==> config.mk <==
export PLATFORM = sky130hd
export DESIGN_NAME = ps2_host_tx
export DESIGN_NICKNAME = d
export VERILOG_FILES = /design/src/rtl/ps2_host_tx.sv
export SDC_FILE = /design/constraint.sdc
export NUM_CORES = 1
export LEC_CHECK = 0
export ABC_CLOCK_PERIOD_IN_PS = 4530
export CAP_MARGIN = 20
export CORE_ASPECT_RATIO = 0.8
export CORE_MARGIN = 2
export CORE_UTILIZATION = 60
export CTS_CLUSTER_DIAMETER = 30
export DETAILED_ROUTE_END_ITERATION = 6
export PLACE_DENSITY = 0.8
export SETUP_SLACK_MARGIN = 0.3
export SLEW_MARGIN = 20
export SYNTH_ARGS = -nofsm -noshare
export SYNTH_HDL_FRONTEND = slang
export SYNTH_SLANG_ARGS = --single-unit
==> constraint.sdc <==
create_clock -name clk -period 4.53 [get_ports clk]
set_input_delay 0.906 -clock clk [delete_from_list [all_inputs] [get_ports clk]]
set_output_delay 0.906 -clock clk [all_outputs]
set_load 0.05 [all_outputs]
==> src/rtl/ps2_host_tx.sv <==
// rtl/ps2_host_tx.sv - PS/2 host-to-device command byte transmitter with ACK check
module ps2_host_tx #(
    parameter int INHIBIT_CYCLES = 5000,
    parameter int TIMEOUT_CYCLES = 750000
) (
    input  logic       clk,
    input  logic       rst,
    input  logic [7:0] tx_data,
    input  logic       tx_start,
    output logic       busy,
    output logic       done,
    output logic       err,
    input  logic       ps2c_in,
    input  logic       ps2d_in,
    output logic       ps2c_oe,
    output logic       ps2d_oe
);

    localparam int IW = $clog2(INHIBIT_CYCLES + 1);
    localparam int TW = $clog2(TIMEOUT_CYCLES + 1);

    typedef enum logic [2:0] {
        S_IDLE,
        S_INHIBIT,
        S_START,
        S_DATA,
        S_ACK,
        S_WAIT_IDLE
    } state_t;

    state_t        state_q, state_d;
    logic          c_s1_q, c_s2_q, c_prev_q;
    logic          d_s1_q, d_s2_q;
    logic [8:0]    sh_q, sh_d;
    logic [3:0]    n_q, n_d;
    logic [IW-1:0] ih_q, ih_d;
    logic [TW-1:0] to_q, to_d;
    logic          done_q, done_d;
    logic          err_q, err_d;
    logic          fall;
    logic          ih_last;

    // Bus idles high, so the synchronisers reset to 1 to avoid a false fall.
    always_ff @(posedge clk or negedge rst) begin
        if (!rst) begin
            c_s1_q   <= 1'b1;
            c_s2_q   <= 1'b1;
            c_prev_q <= 1'b1;
            d_s1_q   <= 1'b1;
            d_s2_q   <= 1'b1;
        end else begin
            c_s1_q   <= ps2c_in;
            c_s2_q   <= c_s1_q;
            c_prev_q <= c_s2_q;
            d_s1_q   <= ps2d_in;
            d_s2_q   <= d_s1_q;
        end
    end

    assign fall    = c_prev_q & ~c_s2_q;
    assign ih_last = (ih_q == IW'(INHIBIT_CYCLES - 1));

    always_ff @(posedge clk or negedge rst) begin
        if (!rst) begin
            state_q <= S_IDLE;
            sh_q    <= '0;
            n_q     <= '0;
            ih_q    <= '0;
            to_q    <= '0;
            done_q  <= 1'b0;
            err_q   <= 1'b0;
        end else begin
            state_q <= state_d;
            sh_q    <= sh_d;
            n_q     <= n_d;
            ih_q    <= ih_d;
            to_q    <= to_d;
            done_q  <= done_d;
            err_q   <= err_d;
        end
    end

    always_comb begin
        state_d = state_q;
        sh_d    = sh_q;
        n_d     = n_q;
        ih_d    = ih_q;
        to_d    = to_q;
        done_d  = 1'b0;
        err_d   = 1'b0;
        if (state_q != S_IDLE && state_q != S_INHIBIT) begin
            to_d = fall ? TW'(1) : to_q + 1'b1;
        end
        case (state_q)
            S_IDLE: begin
                if (tx_start) begin
                    sh_d    = {~^tx_data, tx_data};
                    ih_d    = '0;
                    state_d = S_INHIBIT;
                end
            end
            S_INHIBIT: begin
                if (ih_last) begin
                    n_d     = '0;
                    to_d    = '0;
                    state_d = S_START;
                end else begin
                    ih_d = ih_q + 1'b1;
                end
            end
            S_START: begin
                if (fall) begin
                    n_d     = 4'd1;
                    state_d = S_DATA;
                end
            end
            // sh_q[0] is always the bit on the wire; after eight shifts it holds parity.
            S_DATA: begin
                if (fall) begin
                    n_d = n_q + 1'b1;
                    if (n_q == 4'd9) begin
                        state_d = S_ACK;
                    end else begin
                        sh_d = {1'b1, sh_q[8:1]};
                    end
                end
            end
            S_ACK: begin
                if (fall) begin
                    n_d = n_q + 1'b1;
                    if (d_s2_q) begin
                        err_d   = 1'b1;
                        state_d = S_IDLE;
                    end else begin
                        state_d = S_WAIT_IDLE;
                    end
                end
            end
            S_WAIT_IDLE: begin
                if (c_s2_q && d_s2_q) begin
                    done_d  = 1'b1;
                    state_d = S_IDLE;
                end
            end
            default: state_d = S_IDLE;
        endcase
        if (state_q != S_IDLE && state_q != S_INHIBIT && !fall &&
            to_q == TW'(TIMEOUT_CYCLES - 1)) begin
            done_d  = 1'b0;
            err_d   = 1'b1;
            state_d = S_IDLE;
        end
    end

    assign busy    = (state_q != S_IDLE);
    assign done    = done_q;
    assign err     = err_q;
    assign ps2c_oe = (state_q == S_INHIBIT);
    assign ps2d_oe = ((state_q == S_INHIBIT) && ih_last) ||
                     (state_q == S_START) ||
                     ((state_q == S_DATA) && !sh_q[0]);

endmodule

## Word level (Yosys, flattened, before mapping)

Cells that the tools add are included.

| storage, ports and cells | value |
|---|---|
| register bits | 56 |
| bits in latches | 0 |
| memory bits (writable) | 0 |
| ROM bits | 0 |
| input bits | 13 |
| output and inout bits | 5 |
| logic and storage cells | 93 |
| memories kept | 0 |

| cells by class | value |
|---|---|
| add/subtract/negate cells | 3 |
| multipliers | 0 |
| div/mod/pow operators | 0 |
| magnitude comparators | 0 |
| equality and inequality tests | 23 |
| shift operators | 0 |
| muxes and demuxes | 32 |
| bitwise logic cells | 2 |
| reductions and logical operators | 21 |

Operator list:

| cell | count |
|---|---|
| $mux W20 | 4 |
| $mux W3 | 9 |
| $mux W9 | 3 |
| $mux W13 | 2 |
| $pmux W13 S2 | 1 |
| $add A20 B1 Y20 const B | 1 |
| $eq A20 B20 Y1 const B | 1 |
| $ne A3 B3 Y1 const B | 6 |
| $pmux W3 S6 | 1 |
| $pmux W9 S2 | 1 |
| $add A13 B1 Y13 const B | 1 |
| $eq A13 B13 Y1 const B | 1 |
| $mux W4 | 3 |
| $pmux W4 S3 | 1 |
| $ne A2 B2 Y1 const B | 5 |
| $reduce_and A4 Y1 | 2 |
| $reduce_xnor A8 Y1 | 1 |
| $mux W1 | 7 |
| $reduce_and A7 Y1 | 1 |
| $eq A3 B2 Y1 const B | 2 |
| $eq A3 B3 Y1 const B | 2 |
| $logic_and A1 B1 Y1 | 6 |
| $ne A3 B1 Y1 const B | 2 |
| $reduce_bool A3 Y1 | 2 |
| other kinds (12) | 16 |

## Logic depth before layout (Yosys ltp)

| depth | value |
|---|---|
| word-level depth | 7 |
| depth in mapped cells | 8 |

## Least setup slack after synthesis

No wires, ideal clock.

| path | value |
|---|---|
| path type | flip-flop to output port |
| start point | register ih_q[10] |
| end point | output port ps2d_oe |
| arrival time | 1.671 ns |
| data required time | 3.624 ns |
| path slack | 1.953 ns |
| stages on the path, launching flop included | 5 |
| path buffers | 0 |
| path through | dfrtp_1 -> nor4b_4 -> nand4_4 -> nor2_1 -> a21o_1 |

| on the way | value |
|---|---|
| word-level cells in the longest chain between the ends | 4 |

Ends and longest elaborated chain:

| what | RTL line | source |
|---|---|---|
| from (decl) | 36 | `logic [IW-1:0] ih_q, ih_d;` |
| from (signal assigned) | 76 | `ih_q <= ih_d;` |
| $eq A13 B13 Y1 | 61 | `assign ih_last = (ih_q == IW'(INHIBIT_CYCLES - 1));` |
| $logic_and A1 B1 Y1 | 159 | `assign ps2d_oe = ((state_q == S_INHIBIT) && ih_last) \|\|` |
| $logic_or A1 B1 Y1 | 159 |  |
| $logic_or A1 B1 Y1 | 160 | `(state_q == S_START) \|\|` |
| to (decl) | 16 | `output logic ps2d_oe` |

Every way passes these cells.

## Worst setup path in the final report

| path | value |
|---|---|
| start point | register ih_q[5] |
| end point | output port ps2d_oe |

Same word-level chain as after synthesis.

==> results.json <==
{
  "cts.clk_slew.worst_paths_ns": 0.10,
  "antenna_cells": 0,
  "synth_edf_count": 0,
  "grt_max_degree": 57,
  "cts-root-buf": "clkbuf_8",
  "r2r_cells": 5,
  "clk_latency_ns": 0.30,
  "dp_hpwl_um": 4110,
  "dominantRegCellSynth": "dfrtp_1",
  "syn_nets": 325,
  "relSlewSlack": 0.342,
  "syn_to_final_growth_pct": 9.42,
  "yosysWarningCount": 0,
  "netlist_area_mm2": 0.00300,
  "syn_avg_cell_area_um2": 9.74,
  "whs_ns": 0.361,
  "track_usage": 0.224,
  "max_freq_mhz": 263,
  "ctsHoldBuffers": 0,
  "fp.dieW_um": 83.1,
  "min_period_over_period": 0.839,
  "wirelength_um": 5750,
  "synth_top_cells_by_area": "dfrtp_1 (43%), xor2_1 (5.5%), dfstp_2 (4.4%), nand2_1 (4.3%), nor2_1 (4.1%)",
  "ant_nets": 0,
  "cp_cell_sequence": "nor3_1, nand4_4, nor2_1, a21o_1, clkdlybuf4s50_1",
  "max-cap-violations": 0,
  "postCtsSetupBuffers": 0,
  "start_util": 0.637,
  "io_buffers": 17,
  "core_mm2": 0.00471,
  "firstDrtPassIters": 5,
  "setup_viol": 0,
  "ys_ff_latch": 56,
  "async_flop_share": 1.00,
  "cp_data_arrival_time_ns": 2.89,
  "max_stage_delay_ns": 0.79,
  "tightest_slew_ns": 0.984,
  "post_cts_resized": 0,
  "numClockSinks": 56,
  "drc": 0,
  "reg2reg_slack_ns": 2.18,
  "overflow": 0,
  "fin_nets": 339,
  "cp-end-kind": "output pin",
  "cts_tree": "yes",
  "critPathCapture": "ps2d_oe",
  "drive_gt1_frac": 0.0774,
  "die_y_um": 67.3,
  "worst-path-stages": 5,
  "htree_levels": 2,
  "worstReg2RegStart": "c_prev_q$_DFF_PN1_",
  "drt-vias-per-instance": 5.81,
  "hp-class": "reg2reg",
  "outcome": "completed",
  "final_common_cell": "dfrtp_1",
  "hold-path-cell-count": 0,
  "crit_start": "ih_q[5]$_DFFE_PN0P_",
  "synth_cell_types": 51,
  "crit_type": "reg2out",
  "fp-row-count": 22,
  "die_area_mm2": 0.00559,
  "path_delay_family": "simple AND/OR/NAND/NOR gates",
  "p_per_area_mw_per_mm2": 251,
  "fillers": 352,
  "hold_viol_final": 0,
  "cp_data_required_time_ns": 3.62,
  "drv_slew": 0,
  "finalClockSkew_ns": 0.00648,
  "r2r_end": "n_q[0]$_DFFE_PN0P_",
  "path_buf_inv": 1,
  "cp_max_fo": 10,
  "synth_top_area_share": 0.425,
  "clockBufferDepth": 2,
  "ioPinCount": 18,
  "wl_per_cell_um": 15.0,
  "drt_first_iter_violations": 134,
  "cts_buffers": 5,
  "via_count": 2224,
  "vdd_drop_max_v": 0.000174,
  "antenna_found_initial": 0,
  "layout.cells.most_common_list": "dfrtp_1 (51), nand2_1 (34), nor2_1 (33)",
  "min_period_ns": 3.80,
  "gp_congestion": 0.844,
  "yosysTopAreaCell": "dfrtp_1",
  "seq_area_frac_synth": 0.469,
  "cp-start-kind": "flip-flop",
  "grt_pass1_vias": 2162,
  "p_leak_uw": 0.00146,
  "grt_pass1_wl_um": 9940,
  "synthCells": 308,
  "rsz0062_at_grt": "false",
  "fin_setup_tns_ns": 0,
  "worst_path_max_delay_cell": "clkdlybuf4s50_1"
}
## layer usage
| metal | up-vias | part of all wire | global-route usage |
|---|---|---|---|
| met5 | - | 0 | 0 |
| met4 | 0 | 0.014 | 0.0738 |
| met3 | 10 | 0.027 | 0.0416 |
| met2 | 35 | 0.47 | 0.375 |
| met1 | 1073 | 0.48 | 0.302 |
| li1 | 1106 | - | - |
## worst min path at each step
stage,from,endpoint
final,c_s1_q$_DFF_PN1_,c_s2_q$_DFF_PN1_
after global placement,c_s1_q$_DFF_PN1_,c_s2_q$_DFF_PN1_
after CTS,d_s1_q$_DFF_PN1_,d_s2_q$_DFF_PN1_
after floorplan,c_s1_q$_DFF_PN1_,c_s2_q$_DFF_PN1_
after detailed placement,d_s1_q$_DFF_PN1_,d_s2_q$_DFF_PN1_
after global routing,c_s1_q$_DFF_PN1_,c_s2_q$_DFF_PN1_
## metrics by stage
| step | total power [uW] | util | cell area, um^2 | cells | setup slack [ns] |
|---|---|---|---|---|---|
| global placement | 554 | 0.677 | 3190 | 375 | 1.14 |
| detailed placement | 555 | 0.677 | 3190 | 375 | 1.09 |
| floorplan | 530 | - | 3000 | 308 | 1.95 |
| CTS | 833 | 0.698 | 3280 | 383 | 0.752 |
| global route | 863 | 0.698 | 3280 | 383 | 0.630 |
| finish | 825 | 0.698 | 3280 | 383 | 0.731 |
## final cells by class
class | instances | area, um^2 | share of cell area
multi-input combinational | 235 | 1500 | 0.458
sequential | 56 | 1410 | 0.429
timing repair buffer | 19 | 180 | 0.0549
clock buffer | 6 | 82.6 | 0.0252
tap | 60 | 75.1 | 0.0229
inverter | 5 | 18.8 | 0.00572
clock inverter | 2 | 15.0 | 0.00457
## Yosys cell counts, types with 2 or more instances
cell type and number:
xnor2_1 11, nand2b_1 3, dfrtp_1 51, buf_4 3, xor2_1 19, o21ai_0 19, or3_1 8, mux2i_1 8
a21oi_1 16, nand3_1 18, inv_1 5, o2111ai_1 2, nand3b_1 4, buf_2 5, ha_1 4, nand2_1 34
clkbuf_1 3, and2_1 5, and4_1 4, nand4_1 5, a22oi_1 3, nor4_1 2, nor3_1 3, and3_1 10
dfstp_2 5, nor2_1 33
## flip-flops by register name, indices dropped and copies added (netlist names)
register and count:
c_s1_q 1, ih_q 13, n_q 4, err 1, done 1, to_q 20
d_s1_q 1, sh_q 9, state_q 3, c_prev_q 1, c_s2_q 1, d_s2_q 1
## report_power, final
group          internal (uW)  switching [uW]
registers                504            1.76
logic                   18.1            21.0
clock network            124             157
## logic make-up after synthesis
kind of cell	share of synthesized area
compound gates	0.115
xor+xnor	0.0876
fa+ha+maj	0.0167
buf+inv	0.0296
flops	0.469
mux	0.0267
simple gates	0.255
No activity file was read; power rests on OpenSTA's default activity.
